<file path="config.mk">
export PLATFORM = sky130hd
export DESIGN_NAME = reg_file_ctrl
export DESIGN_NICKNAME = d
export VERILOG_FILES = /design/src/rtl/reg_file_ctrl_pkg.sv /design/src/rtl/rr_arbiter.sv /design/src/rtl/reg_file_ctrl.sv
export SDC_FILE = /design/constraint.sdc
export NUM_CORES = 1
export LEC_CHECK = 0
export BUFFER_PORTS_ARGS = -buffer_cell sky130_fd_sc_hd__buf_2
export CORE_AREA = 5 5 506 508
export DETAILED_ROUTE_END_ITERATION = 6
export DIE_AREA = 0 0 511 513
export PLACE_DENSITY = 0.3
export SETUP_SLACK_MARGIN = 0.1
export SLEW_MARGIN = 15
export SYNTH_ARGS = -nofsm -noshare
export SYNTH_HDL_FRONTEND = slang
export SYNTH_SLANG_ARGS = --single-unit
</file>
<file path="constraint.sdc">
create_clock -name clk -period 5.03 [get_ports clk]
set_input_delay 0.2515 -clock clk [delete_from_list [all_inputs] [get_ports clk]]
set_output_delay 0.2515 -clock clk [all_outputs]
set_load 0.01 [all_outputs]
</file>
<file path="src/rtl/reg_file_ctrl_pkg.sv">
// Shared types and helpers for the register-file sequencer/arbiter.
package reg_file_ctrl_pkg;

  typedef enum logic [1:0] {
    BOOT  = 2'd0,
    INIT  = 2'd1,
    SERVE = 2'd2
  } state_t;

  function automatic int unsigned depth_of(input int unsigned width_addr);
    return 32'd1 << width_addr;
  endfunction

endpackage

</file>
<file path="src/rtl/rr_arbiter.sv">
// Round-robin arbiter: the search starts at the pointer, and the pointer moves
// past the winner only when the granted transfer actually completes.
module rr_arbiter
  import reg_file_ctrl_pkg::*;
#(
  parameter int NREQ = 2
) (
  input  logic                    clk,
  input  logic                    rstn,
  input  logic [NREQ-1:0]         req,
  input  logic                    advance,
  output logic [NREQ-1:0]         grant,
  output logic [$clog2(NREQ)-1:0] grant_idx
);

  localparam int IW = $clog2(NREQ);

  logic [IW-1:0] ptr_r;
  logic [IW:0]   sum_s;
  logic [IW-1:0] cand_s;
  logic          found_s;
  logic [NREQ-1:0] grant_s;
  logic [IW-1:0] idx_s;

  // first requesting index at or above the pointer, modulo NREQ
  always_comb begin
    grant_s = '0;
    idx_s   = '0;
    found_s = 1'b0;
    sum_s   = '0;
    cand_s  = '0;
    for (int i = 0; i < NREQ; i++) begin
      sum_s = {1'b0, ptr_r} + (IW+1)'(i);
      if (sum_s >= (IW+1)'(NREQ)) begin
        cand_s = IW'(sum_s - (IW+1)'(NREQ));
      end else begin
        cand_s = IW'(sum_s);
      end
      if (!found_s && req[cand_s]) begin
        grant_s[cand_s] = 1'b1;
        idx_s           = cand_s;
        found_s         = 1'b1;
      end else begin
        found_s = found_s;
      end
    end
  end

  // pointer moves past the winner on a completed transfer
  always_ff @(posedge clk or negedge rstn) begin
    if (!rstn) begin
      ptr_r <= '0;
    end else if (advance) begin
      ptr_r <= (idx_s == IW'(NREQ-1)) ? '0 : idx_s + IW'(1);
    end
  end

  assign grant     = grant_s;
  assign grant_idx = idx_s;

endmodule

</file>
<file path="src/rtl/reg_file_ctrl.sv">
// Sequencer in front of a single-port register file: zero-fill sweep after
// reset/clear, then round-robin sharing of the port with registered read data.
module reg_file_ctrl
  import reg_file_ctrl_pkg::*;
#(
  parameter int WIDTH_ADDR   = 4,
  parameter int WIDTH_VECTOR = 8,
  parameter int N            = 32,
  parameter int NREQ         = 2
) (
  input  logic                           clk,
  input  logic                           rstn,
  input  logic                           clear,
  output logic                           init_done,
  input  logic [NREQ-1:0]                req_valid,
  output logic [NREQ-1:0]                req_ready,
  input  logic [NREQ-1:0]                req_we,
  input  logic [NREQ*WIDTH_ADDR-1:0]     req_addr,
  input  logic [NREQ*WIDTH_VECTOR*N-1:0] req_wdata,
  output logic [NREQ-1:0]                rsp_valid,
  output logic [WIDTH_VECTOR*N-1:0]      rsp_data,
  output logic                           rf_we,
  output logic [WIDTH_ADDR-1:0]          rf_addr,
  output logic [WIDTH_VECTOR*N-1:0]      rf_wdata,
  input  logic [WIDTH_VECTOR*N-1:0]      rf_rdata
);

  localparam int W  = WIDTH_VECTOR * N;
  localparam int IW = $clog2(NREQ);
  localparam logic [WIDTH_ADDR-1:0] LAST_ADDR = WIDTH_ADDR'(depth_of(WIDTH_ADDR) - 1);

  state_t                  state_r;
  logic [WIDTH_ADDR-1:0]   cnt_r;
  logic [WIDTH_ADDR-1:0]   addr_r;
  logic                    init_done_r;
  logic [NREQ-1:0]         rsp_valid_r;
  logic [W-1:0]            rsp_data_r;

  logic [NREQ-1:0]         arb_req_s;
  logic [NREQ-1:0]         grant_s;
  logic [IW-1:0]           gidx_s;
  logic                    xfer_s;
  logic                    rf_we_s;
  logic [WIDTH_ADDR-1:0]   rf_addr_s;
  logic [W-1:0]            rf_wdata_s;

  // a clear cycle performs no transfer
  always_comb begin
    if (state_r == SERVE && !clear) begin
      arb_req_s = req_valid;
    end else begin
      arb_req_s = '0;
    end
  end

  rr_arbiter #(.NREQ(NREQ)) u_arb (
    .clk       (clk),
    .rstn      (rstn),
    .req       (arb_req_s),
    .advance   (xfer_s),
    .grant     (grant_s),
    .grant_idx (gidx_s)
  );

  assign xfer_s = |grant_s;

  // register-file port mux: sweep, granted requester, or idle with address held
  always_comb begin
    rf_we_s    = 1'b0;
    rf_addr_s  = addr_r;
    rf_wdata_s = '0;
    case (state_r)
      INIT: begin
        rf_we_s   = 1'b1;
        rf_addr_s = cnt_r;
      end
      SERVE: begin
        if (xfer_s) begin
          rf_we_s    = req_we[gidx_s];
          rf_addr_s  = req_addr[gidx_s*WIDTH_ADDR +: WIDTH_ADDR];
          rf_wdata_s = req_wdata[gidx_s*W +: W];
        end else begin
          rf_we_s = 1'b0;
        end
      end
      default: begin
        rf_we_s = 1'b0;
      end
    endcase
  end

  // boot/sweep/serve sequencing
  always_ff @(posedge clk or negedge rstn) begin
    if (!rstn) begin
      state_r     <= BOOT;
      cnt_r       <= '0;
      init_done_r <= 1'b0;
    end else begin
      case (state_r)
        BOOT: begin
          state_r     <= INIT;
          cnt_r       <= '0;
          init_done_r <= 1'b0;
        end
        INIT: begin
          if (clear) begin
            cnt_r <= '0;
          end else if (cnt_r == LAST_ADDR) begin
            cnt_r       <= '0;
            state_r     <= SERVE;
            init_done_r <= 1'b1;
          end else begin
            cnt_r <= cnt_r + WIDTH_ADDR'(1);
          end
        end
        SERVE: begin
          if (clear) begin
            state_r     <= INIT;
            cnt_r       <= '0;
            init_done_r <= 1'b0;
          end
        end
        default: begin
          state_r     <= BOOT;
          cnt_r       <= '0;
          init_done_r <= 1'b0;
        end
      endcase
    end
  end

  // last driven address, held while the port is idle
  always_ff @(posedge clk or negedge rstn) begin
    if (!rstn) begin
      addr_r <= '0;
    end else begin
      addr_r <= rf_addr_s;
    end
  end

  // read data captured on the transfer edge, strobed to the reader next cycle
  always_ff @(posedge clk or negedge rstn) begin
    if (!rstn) begin
      rsp_valid_r <= '0;
      rsp_data_r  <= '0;
    end else if (xfer_s && !rf_we_s) begin
      rsp_valid_r <= grant_s;
      rsp_data_r  <= rf_rdata;
    end else begin
      rsp_valid_r <= '0;
    end
  end

  assign init_done = init_done_r;
  assign req_ready = grant_s;
  assign rsp_valid = rsp_valid_r;
  assign rsp_data  = rsp_data_r;
  assign rf_we     = rf_we_s;
  assign rf_addr   = rf_addr_s;
  assign rf_wdata  = rf_wdata_s;

endmodule

</file>
==> results.tsv, run 1 <==
metric	value	unit
count of input and output buffers	1304	
syn nets	2266	
remaining global-route overflow	0	
Async SR Flop Fraction	1.00	
fin nets	3777	
WL per Instance	29.3	µm
htree depth	2	
reg2reg start	state_r[0]	
Ports	1305	
DRC errors left	0	
RSZ-0062 raised after global routing	false	
status	completed	
CP Launch Type	flop	
pwr/cell area	207	mW/mm²
register area	0.00673	mm²
Most Frequent Cell on Critical Path	buf_4	
Yosys Warn Count	0	
area of the multi-input gates	0.00654	mm²
final number of setup-violating endpoints	0	
Worst path max stage delay	0.75	ns
max-cap violations	0	
Die X	511	µm
Final min period	4.14	ns
final WL	188000	µm
initial antenna violation count	179	
Synth Cell Area	0.0139	mm²
P_leak	0.0150	µW
worst hold stages	4	
largest family of logic cells by synthesized area	multiplexers	
Post-CTS Setup Repair Bufs	0	
number of synthesized register bits	269	
Final HPWL DP	169000	µm
area growth from synthesis to layout	104	%
Die Footprint	0.262	mm²
Root Driver	clkbuf_16	
Final Wtd Congestion	0.989	
final worst path period share	0.823	
XOR/XNOR Fraction of Synth Area	0	
CP max FO	80	
Sink Count	269	
Post-Synthesis Cells	1478	
routed vias	18400	
DR vias/cell	2.88	
Core Footprint	0.251	mm²
Synth Area in Compound Gates	0.104	
relative slew slack	0.416	
layout cells sized above 1	0.469	
fillers	29300	
Hold Path Class	primary input to flop	
vias in the first global route	19200	
Synth Area in Adders	0.00450	
FP Rows	184	
maximum VDD drop	0.175	mV
R2R Setup Slk	1.89	ns
Die H	513	µm
initial core utilization	0.0555	
Top FF cell, synth	dfrtp_1	
setup_tns	0	ns
reg2reg end	rsp_data[125]	
Post-Synth Simple-Gate Area	0.148	
Critical Path Sink Type	output pin	
final hold violation count	0	
mux cell area share after synthesis	0.212	
placed cell area	0.0244	mm²
EDFF count, synth	0	
synth unique cells	33	
largest net degree at the start of global routing	114	
CP Cell Sequence	inv_1 -> ha_1 -> nor2b_1 -> buf_4 -> o21ai_4 -> buf_12 -> buf_4 -> a21oi_1 -> buf_2	
Max Slew Vio Count	0	
Fmax	242	MHz
Register-to-Register Path Depth	9	
PnR Total Power	5870	µW
average size of a mapped cell	9.41	µm²
CP Launch Point	state_r[0]	
Worst Hold Endpoint	rsp_valid[0]	
Setup Skew	0.0201	ns
Clock Latency Late Sink	0.57	ns
CP max stage cell	buf_4	
required time worst endpoint	4.78	ns
All-Layer GR Usage	0.137	
Final ANT Viol Nets	0	
Seq/Total Area, Yosys	0.484	
clk slew on worst S/H paths	0.06	ns
drt pass-1 iters	5	
DRT iter0 DRCs	1003	
first-pass GRT wire length	231000	µm
CP Class	flop to output pin	
TritonCTS Buffers	37	
post-route cell area	0.0283	mm²
CTS tree	done	
hold wc startpoint	req_valid[0]	
clk buf depth	3	
worst endpoint data arrival time	3.89	ns
slew at the pin closest to its max-slew limit	0.877	ns
## synth_stat cells (all sizes together) (3+ instances only)
cell | number | area (µm²)
nand2 | 517 | 1940
dfrtp | 269 | 6730
a21oi | 261 | 1310
mux2 | 257 | 2890
buf | 59 | 429
clkbuf | 57 | 214
nor2 | 9 | 33.8
nand3 | 8 | 40.0
inv | 6 | 22.5
ha | 5 | 62.6
mux2i | 5 | 50.1
o221ai | 4 | 35.0
o21ai | 3 | 15.0
## power breakdown
part / internal [µW] / switching (µW)
clock network: 1660 / 1110
logic: 434 / 451
registers: 2200 / 19.7
total: 4290 / 1580
## kinds of logic after synthesis
logic type      after synthesis
compound gates              277
fa+ha+maj                     5
mux                         262
buf+inv                     123
flops                       269
simple gates                542
## state kept, by name, indices dropped and copies added, names as in the netlist
name	flops
addr_r	4
cnt_r	4
rsp_data	256
rsp_valid	2
state_r	2
u_arb.ptr_r	1
## critical path: cells and delay by family (launching register included)
family                   cells  cell delay (ns)
AO/OA/AOI/OAI                2             0.50
flip-flops                   1             0.39
AND/OR/NAND/NOR              1             0.19
buffers and inverters        5             1.65
adder cells (fa/ha/maj)      1             0.33
## per-layer routing
layer | track usage | share of wire | up-vias
met5 | 0 | 0.0021 | -
met4 | 0.0357 | 0.032 | 72
met3 | 0.0666 | 0.12 | 327
met2 | 0.253 | 0.51 | 1195
met1 | 0.136 | 0.34 | 8796
li1 | - | - | 8051
## cell usage in the layout, fill, tap and decap left out, types with 2 or more instances in the layout
cell type and count:
ha_1 5, nand2_1 517, clkinv_2 5, inv_6 3, o221ai_1 4, mux2_2 17
buf_4 18, dlygate4sd3_1 258, dfrtp_1 269, and3_1 2, buf_2 1300, bufinv_16 3
mux2_1 240, inv_1 6, a21oi_1 261, o21a_1 2, clkbuf_16 37, clkbuf_1 5
nor2b_1 2, nor2_1 9, o21ai_0 2, nand3_1 7, clkbuf_8 10, clkinvlp_4 2
mux2i_1 5, diode_2 49, buf_12 11
## worst max-delay path by stage
stage	to	slack, ns	cells past startpoint
5_1_grt	rf_wdata[36]	0.53	10
4_1_cts	rf_wdata[36]	0.52	10
3_3_place_gp	rf_wdata[36]	1.17	10
2_1_floorplan	rf_wdata[56]	2.75	9
6_report	rf_wdata[36]	0.89	9
3_5_place_dp	rf_wdata[36]	1.19	10
## layout make-up
class	instances	area share
diodes	49	0.00433
clock buffers	52	0.0382
multi-input cells	1086	0.231
inverters	7	0.00119
flip-flops and latches	269	0.238
repair buffers	1588	0.334
well taps	3348	0.148
clock inverters	14	0.00583
## what timing repair did
item                      CTS  global route
resized for setup           0             0
hold buffers              258             0
hold endpoints to repair  353             0
## through the flow
step                      hold slack, ns  setup slack (ns)  cells  utilization
final                              0.102             0.891   6413        0.113
after global routing              0.0871             0.533   6397        0.113
after CTS                         0.0330             0.522   6364        0.112
after detailed placement           0.397              1.19   6040       0.0972
after global placement             0.399              1.17   6040       0.0972
after floorplan                  -0.0441              2.75   1478            -
(Power assumes the default switching activity.)
==> run 2, diff against run 1 <==
clock period = 3.8 ns   (was 5.03 ns; I/O delays follow)
==> results.tsv, run 2 (synthesis results as in run 1) <==
metric	value	unit	change
relative slew slack	0.276		-0.140
layout cells sized above 1	0.477		+0.00843
initial antenna violation count	177		-1.1%
CP Launch Type	flop		
reg2reg start	state_r[0]		
Register-to-Register Path Depth	10		+1
fillers	29200		-0.29%
reg2reg end	rsp_data[226]		
Root Driver	clkbuf_16		
DRT iter0 DRCs	1090		+8.7%
initial core utilization	0.0555		unchanged
pwr/cell area	267	mW/mm²	+29%
count of input and output buffers	1304		unchanged
final WL	189000	µm	+0.60%
maximum VDD drop	0.289	mV	+66%
remaining global-route overflow	0		unchanged
fin nets	3796		+0.50%
sequential share of power	0.377		about the same
Die Footprint	0.262	mm²	unchanged
Layout Cells excl Fill	6452		+0.61%
clk slew on worst S/H paths	0.06	ns	about the same
FP Rows	184		unchanged
Psw	2190	µW	+39%
slew at the pin closest to its max-slew limit	1.09	ns	+0.209 ns
Hold Path Class	primary input to flop		
most frequent cells in the layout	1276 x buf_2, 517 x nand2_1, 269 x dfrtp_1		
final number of setup-violating endpoints	0		unchanged
required time worst endpoint	3.61	ns	-1.17 ns
Placed Cells incl. Taps	6056		+0.26%
Comb pwr share	0.158		+0.007
cell-internal power	5590	µW	+30%
Final Wtd Congestion	0.951		-3.9%
Final HPWL DP	170000	µm	+0.32%
DR vias/cell	2.89		+0.57%
drt pass-1 iters	5		unchanged
first-pass GRT wire length	233000	µm	+1.1%
CP endpoint	rf_wdata[102]		
final hold violation count	0		unchanged
Die H	513	µm	unchanged
Final min period	3.70	ns	
Die X	511	µm	unchanged
RSZ-0062 raised after global routing	false		
largest net degree at the start of global routing	138		+21%
Setup Skew	0.0416	ns	+0.0215 ns
max-cap violations	0		unchanged
Clock Power Share	0.465		-0.006
htree depth	2		unchanged
All-Layer GR Usage	0.138		+0.000696
TritonCTS Buffers	36		-2.7%
commonest non-fill, non-tap cell in the layout	buf_2		
Fmax	270	MHz	
CP Launch Point	state_r[0]		
CP Class	flop to output pin		
Core Footprint	0.251	mm²	unchanged
P_leak	0.0152	µW	+1.5%
Final ANT Viol Nets	0		unchanged
status	completed		
CTS tree	done		
DRC errors left	0		unchanged
Critical Path Sink Type	output pin		
CP max FO	138		+73%
Clock Latency Late Sink	0.60	ns	+0.03 ns
setup_tns	0	ns	unchanged
vias in the first global route	19600		+2.2%
WL per Instance	29.3	µm	about the same
worst endpoint data arrival time	3.51	ns	-0.38 ns
Max Slew Vio Count	0		unchanged
routed vias	18700		+1.2%
area growth from synthesis to layout	109	%	
R2R Setup Slk	0.95	ns	-0.94 ns
Ports	1305		unchanged
switching share of power	0.281		+0.0123
clk buf depth	3		unchanged
Sink Count	269		unchanged
Largest register FFs	256		unchanged
final worst path period share	0.975		
==> run 2: changes by cell type in the layout (fill, tap and decap cells not counted), moves of 2 or more <==
cell	change
buf_12	+30
buf_2	-24
diode_2	+21
a21oi_1	-16
a21oi_2	+11
buf_4	+9
clkbuf_8	-7
a21oi_4	+5
clkinv_2	+3
buf_16	+2
inv_16	+2
inv_6	-2
==> run 2: worst max-delay path, stage by stage, from the launching register on <==
cell and delay (ns):
dfrtp_1 0.41, inv_1 0.11, ha_1 0.15, buf_4 0.17, nor2b_2 0.25, buf_4 0.21, o21ai_4 0.10, buf_16 0.20
a21oi_1 0.71, buf_2 0.24
==> run 2: power groups by stage <==
stage                     clock network [µW]  logic [µW]  registers, µW
after floorplan                            0         188           2990
after global placement                     0        1020           2980
after CTS                               3780        1280           2930
after global routing                    3870        1340           2940
after detailed placement                   0        1010           2980
final                                   3610        1230           2930
==> run 2: how the worst min path moves through the flow <==
stage | start | to | slack, ns | cells past startpoint
2_1_floorplan | rstn | addr_r[0] | -0.11 | 0
3_3_place_gp | rstn | rsp_data[247] | 0.29 | 1
3_5_place_dp | rstn | rsp_data[136] | 0.28 | 1
4_1_cts | req_valid[0] | rsp_valid[0] | 0.04 | 4
5_1_grt | req_valid[0] | rsp_valid[0] | 0.06 | 4
6_report | req_valid[0] | rsp_valid[0] | 0.08 | 4
==> run 2: per-layer routing <==
layer	up-vias	wire length (µm)	share of wire	GRT usage
li1	8108	-	-	-
met4	72	6660	0.035	0.0343
met5	-	448	0.0024	0
met1	8926	65400	0.35	0.141
met3	314	21300	0.11	0.0649
met2	1238	95500	0.50	0.252
==> run 2: metrics by stage <==
step           worst slack (ns)  hold slack (ns)  cell area, µm²  utilization  total power [µW]
3_3_place_gp              0.114            0.290           24900       0.0994              4010
6_report                 0.0968           0.0825           29100        0.116              7780
4_1_cts                  0.0768           0.0359           28900        0.115              8000
3_5_place_dp              0.201            0.279           24900       0.0994              4000
5_1_grt                  0.0894           0.0631           29100        0.116              8150
2_1_floorplan              1.56           -0.106           13900            -              3180
==> run 2: what timing repair did <==
item | 4_1_cts | 5_1_grt
hold endpoints to repair | 345 | 0
cloned | 1 | 1
hold buffers | 258 | 0
buffers inserted | 2 | 0
resized for setup | 26 | 4
endpoints found under the setup margin | 33 | 53
==> run 2: cell type report <==
cell class,instances,area [µm²],area share
timing repair buffer,1608,10100,0.348
sequential,269,6730,0.231
multi-input combinational,1086,6640,0.228
tap,3348,4190,0.144
clock buffer,45,965,0.0331
clock inverter,19,258,0.00885
antenna,70,175,0.00601
inverter,7,42.5,0.00146
